## src/rtl/day_seq_ctrl_if.sv

```systemverilog
// day_seq_ctrl_if: control inputs and display outputs of the day sequencer.
interface day_seq_ctrl_if;
    logic       run;
    logic       step;
    logic       load;
    logic [2:0] load_day;
    logic [2:0] day;
    logic       day_tick;
    logic [6:0] seg;
    logic [1:0] dig_en;

    modport master (
        output run, step, load, load_day,
        input  day, day_tick, seg, dig_en
    );

    modport slave (
        input  run, step, load, load_day,
        output day, day_tick, seg, dig_en
    );
endinterface

```

## src/rtl/day_seq_ctrl.sv

```systemverilog
// day_seq_ctrl: owns the current day, advances it by prescaler/step/load and
// multiplexes its letter and number onto a shared 7-segment bus.
module day_seq_ctrl #(
    parameter int TICK_DIV = 3,
    parameter int SCAN_DIV = 4
) (
    input  logic           clk,
    input  logic           rst_n,
    day_seq_ctrl_if.slave  bus_if
);
    localparam int PW = $clog2(TICK_DIV);
    localparam int SW = SCAN_DIV > 1 ? $clog2(SCAN_DIV) : 1;
    localparam logic [PW-1:0] PRES_MAX = PW'(TICK_DIV - 1);
    localparam logic [SW-1:0] SCAN_MAX = SW'(SCAN_DIV - 1);

    // Index 7 is unreachable; the blank entry keeps the tables fully indexed.
    localparam logic [7:0][6:0] LETTER = {
        7'b0000000, 7'b1011011, 7'b1011011, 7'b1000111,
        7'b1110000, 7'b0001110, 7'b1110000, 7'b1100110
    };
    localparam logic [7:0][6:0] NUMBER = {
        7'b0000000, 7'b1110000, 7'b1011111, 7'b1011011,
        7'b0110011, 7'b1111001, 7'b1101101, 7'b0110000
    };

    logic [PW-1:0] pres_q, pres_d;
    logic [SW-1:0] scnt_q, scnt_d;
    logic [2:0]    day_q, day_d;
    logic [6:0]    seg_q, seg_d;
    logic [1:0]    dig_en_q, dig_en_d;
    logic          step_q, tick_q, tick_d, sel_q, sel_d;
    logic          auto_adv, man_adv;

    always_comb begin
        auto_adv = bus_if.run && (pres_q == PRES_MAX);
        man_adv  = bus_if.step && !step_q && !bus_if.run;
        pres_d   = bus_if.load ? '0 : !bus_if.run ? pres_q : auto_adv ? '0 : pres_q + 1'b1;
        day_d    = bus_if.load ? (bus_if.load_day == 3'd7 ? 3'd0 : bus_if.load_day)
                 : (auto_adv || man_adv) ? (day_q == 3'd6 ? 3'd0 : day_q + 3'd1)
                 : day_q;
        tick_d   = !bus_if.load && (auto_adv || man_adv);
        scnt_d   = scnt_q == SCAN_MAX ? '0 : scnt_q + 1'b1;
        sel_d    = sel_q ^ (scnt_q == SCAN_MAX);
        dig_en_d = sel_d ? 2'b10 : 2'b01;
        seg_d    = sel_d ? NUMBER[day_d] : LETTER[day_d];
    end

    always_ff @(posedge clk or negedge rst_n) begin
        if (!rst_n) begin
            pres_q   <= '0;
            scnt_q   <= '0;
            day_q    <= 3'd0;
            seg_q    <= 7'd0;
            dig_en_q <= 2'b00;
            step_q   <= 1'b0;
            tick_q   <= 1'b0;
            sel_q    <= 1'b0;
        end else begin
            pres_q   <= pres_d;
            scnt_q   <= scnt_d;
            day_q    <= day_d;
            seg_q    <= seg_d;
            dig_en_q <= dig_en_d;
            step_q   <= bus_if.step;
            tick_q   <= tick_d;
            sel_q    <= sel_d;
        end
    end

    assign bus_if.day      = day_q;
    assign bus_if.day_tick = tick_q;
    assign bus_if.seg      = seg_q;
    assign bus_if.dig_en   = dig_en_q;
endmodule

```

## src/flat_wrapper.sv

```systemverilog
// flat-port wrapper written by rule: the top's interface ports become plain ports
module day_seq_ctrl_flat 
#(
    parameter int TICK_DIV = 3,
    parameter int SCAN_DIV = 4
)
  (clk, rst_n, bus_if_run, bus_if_step, bus_if_load, bus_if_load_day, bus_if_day, bus_if_day_tick, bus_if_seg, bus_if_dig_en);
  day_seq_ctrl_if bus_if_i ();
  input  logic clk;
  input  logic rst_n;
  input wire logic [$bits(bus_if_i.run)-1:0] bus_if_run;
  input wire logic [$bits(bus_if_i.step)-1:0] bus_if_step;
  input wire logic [$bits(bus_if_i.load)-1:0] bus_if_load;
  input wire logic [$bits(bus_if_i.load_day)-1:0] bus_if_load_day;
  output wire logic [$bits(bus_if_i.day)-1:0] bus_if_day;
  output wire logic [$bits(bus_if_i.day_tick)-1:0] bus_if_day_tick;
  output wire logic [$bits(bus_if_i.seg)-1:0] bus_if_seg;
  output wire logic [$bits(bus_if_i.dig_en)-1:0] bus_if_dig_en;
  assign bus_if_i.run = bus_if_run;
  assign bus_if_i.step = bus_if_step;
  assign bus_if_i.load = bus_if_load;
  assign bus_if_i.load_day = bus_if_load_day;
  assign bus_if_day = bus_if_i.day;
  assign bus_if_day_tick = bus_if_i.day_tick;
  assign bus_if_seg = bus_if_i.seg;
  assign bus_if_dig_en = bus_if_i.dig_en;
  day_seq_ctrl #(.TICK_DIV(TICK_DIV), .SCAN_DIV(SCAN_DIV)) u_core (.clk(clk), .rst_n(rst_n), .bus_if(bus_if_i));
endmodule
```

## config.mk

```make
export PLATFORM = sky130hd
export DESIGN_NAME = day_seq_ctrl_flat
export DESIGN_NICKNAME = d
export VERILOG_FILES = /design/src/rtl/day_seq_ctrl_if.sv /design/src/rtl/day_seq_ctrl.sv /design/src/flat_wrapper.sv
export SDC_FILE = /design/constraint.sdc
export NUM_CORES = 1
export LEC_CHECK = 0
export ABC_AREA = 1
export ABC_CLOCK_PERIOD_IN_PS = 4100
export BUFFER_PORTS_ARGS = -buffer_cell sky130_fd_sc_hd__buf_4
export CORE_MARGIN = 2
export CORE_UTILIZATION = 27
export CTS_CLUSTER_SIZE = 14
export DETAILED_ROUTE_END_ITERATION = 8
export PLACE_DENSITY = 0.46
export SETUP_SLACK_MARGIN = 0.15
export SYNTH_ARGS = -nofsm -noshare
export SYNTH_HDL_FRONTEND = slang
export SYNTH_SLANG_ARGS = --single-unit
```

## constraint.sdc

```tcl
create_clock -name clk -period 4.1 [get_ports clk]
set_input_delay 0.615 -clock clk [delete_from_list [all_inputs] [get_ports clk]]
set_output_delay 0.615 -clock clk [all_outputs]
set_load 0.05 [all_outputs]
```

==> impl_metrics.tcl <==
set metrics [dict create \
    ys_async_sr_fraction 1.00 \
    n_antenna_cell 0 \
    hold_class "input pin to async pin" \
    synth_common_cells "nand2_1, nand3_1, dfrtp_1" \
    r2r_cells 11 \
    antenna_left 0 \
    synth.most_common_cell "nand2_1" \
    setup_viol 0 \
    crit_cells 12 \
    ys.flop_type "dfrtp_1" \
    p_comb_frac 0.335 \
    start_util 0.276 \
    cts_hold_buf 0 \
    layout.nets 157 \
    fin_crit_sh 0.431 \
    crit_slowest_cell "ha_1" \
    grt_max_degree 19 \
    setup_tns_ps 0 \
    p_switching_uw 188 \
    drt-wirelength-per-cell_um 10.4 \
    fmax_mhz 566 \
    cap_violations 0 \
    layout-drive-gt1-share 0.266 \
    arrival_ps 1910 \
    endpoint_kind "flop" \
    rsz0062_at_grt "no" \
    synth.cell_area_um2 995 \
    ys_types 18 \
    root_buffer "clkbuf_8" \
    grt.total_usage 0.108 \
    tightest_slew_ps 627 \
    grt_pass1_wl_um 3550 \
    relSlewSlack 0.579 \
    r2r_setup_slack_ps 2340 \
    finalHoldViolCount 0 \
    ys_warn_count 0 \
    power.internal_uw 333 \
    place_hpwl_um 1590 \
    synthTopCellsByArea "dfrtp_1, nand2_1, nand3_1" \
    routed_wirelength_um 1980 \
    routed_via_density 4.35 \
    syn-num-nets 134 \
    ioPinCount 21 \
    first_global_vias 825 \
    drt-pass1-iter-count 4 \
    path_delay_family "simple AND/OR/NAND/NOR gates" \
    maxSlewViolCount 0 \
    clockPowerShare 0.272 \
    seq_power_share 0.392 \
    clockBufferDepth 2 \
    synth_edf_count 0 \
    htree_levels 1 \
    max_stage_delay_ps 320 \
    period_minus_slack_ps 1770 \
    critPathRequiredTime_ps 4240 \
    syn_avg_cell_area_um2 8.22 \
    cp_num_buf_inv 2 \
    crit_type "input pin to flop" \
    status "completed" \
    synth_top_area_share 0.453 \
    place.port_buffers 20 \
    ctsResizeCount 0 \
    rr_endpoint "u_core.bus_if.seg[4]$_DFF_PN0_" \
    p_per_area_nw_per_um2 418 \
    drtIter0Drc 44 \
    total_leakage_power_uw 0.000648 \
    synth_top_area_cell "dfrtp_1" \
    antenna_found_initial 0 \
    ys_seq_area_frac 0.453 \
    coreArea_um2 3610 \
    cts_sinks 18 \
    dieArea_um2 4190 \
    clk_pin_slew_ps 70 \
    netlist_instances 121 \
    postCtsSetupBuffers 0 \
    drc_errors 0 \
    die_h_um 64.7 \
    path_cells "buf_4, inv_1, nand3_4, nand2_4, nand2_1, nand3_1, nand2_2, ha_1, nand2_2, nand2_1, nor2_1, nor2_1" \
    cts_tree "done" \
    crit_fanout 7 \
    final_util 0.345 \
    gp_congestion 0.799 \
    fin_worst_skew_ps 1.23 \
    cts_made_buffers 3 \
    reg2reg_from "u_core.pres_q[0]$_DFFE_PN0P_" \
    ir_drop_mv 0.0914 \
    area_growth_syn_to_layout_pct 25.2 \
    via_count 830 \
    rows 22 \
    startpoint_type "input pin" \
    power_switching_share 0.361 \
    grt-ovfl-total 0 \
    worstSkewPairLatency_ps 250 \
    ys_seq_elements 18 \
    die_w_um 64.7 \
]
[power groups by stage]
stage,clock network (µW),registers [µW],logic (µW)
3_3_place_gp,0,207,175
3_5_place_dp,0,208,177
4_1_cts,148,204,177
5_1_grt,155,207,192
6_report,142,204,175
2_1_floorplan,0,264,66.3
[cells in the final DEF (no fill, tap or decap), types with 2 or more instances in the layout]
cell type,instances
dfrtp_1,18
clkbuf_8,4
inv_1,9
nand3_2,2
nand2_1,37
inv_2,3
o21ai_1,5
nand3_1,21
ha_1,5
buf_4,20
nand2_4,3
nand2_2,4
o21ai_0,2
nor2_1,5
[kinds of logic after synthesis]
family | synth area share
flops | 0.453
simple gates | 0.369
xor+xnor | 0.00881
buf+inv | 0.0667
compound gates | 0.0402
fa+ha+maj | 0.0629
[per-layer routing]
| metal | track usage | vias to the layer above | wire length (µm) | part of all wire |
|---|---|---|---|---|
| met3 | 0.0122 | 2 | 72 | 0.036 |
| met1 | 0.129 | 381 | 918 | 0.46 |
| met4 | 0.0559 | 0 | 30 | 0.015 |
| met2 | 0.190 | 17 | 956 | 0.48 |
| li1 | - | 430 | - | - |
| met5 | 0 | - | 0 | 0 |
[cell type report]
cell class              instances  area (µm²)
multi-input cells              88         478
well taps                      48        60.1
repair buffers                 20         150
flip-flops and latches         18         450
clock buffers                   4        55.1
inverters                      13        51.3
fillers                       390        2360
[worst max path at each step]
stage,slack [ps],endpoint,startpoint
4_1_cts,2320,u_core.bus_if.seg[6]$_DFF_PN0_,u_core.pres_q[0]$_DFFE_PN0P_
5_1_grt,2150,u_core.bus_if.seg[6]$_DFF_PN0_,u_core.pres_q[0]$_DFFE_PN0P_
3_5_place_dp,2060,u_core.bus_if.seg[6]$_DFF_PN0_,bus_if_run
6_report,2330,u_core.bus_if.seg[4]$_DFF_PN0_,bus_if_run
3_3_place_gp,2110,u_core.bus_if.seg[6]$_DFF_PN0_,bus_if_run
2_1_floorplan,2310,u_core.bus_if.seg[4]$_DFF_PN0_,u_core.bus_if.day[0]$_DFF_PN0_
[metrics by stage]
step                      setup slack, ps  hold WS, ps  cells  total power (µW)  area (µm²)
after floorplan                      2310          319    121               331         995
after global placement               2110          414    187               383        1190
after detailed placement             2060          425    187               384        1190
after CTS                            2320          223    191               529        1240
after global routing                 2150          235    191               554        1240
final                                2330          221    191               520        1240
[state kept, by name, indices dropped and copies added (netlist names)]
name and cells:
u_core.bus_if.day 3, u_core.bus_if.seg 7, u_core.pres_q 2, u_core.scnt_q 2, u_core.step_q 1, u_core.bus_if.dig_en 2, u_core.bus_if.day_tick 1
No activity file was read; power rests on OpenSTA's default activity.
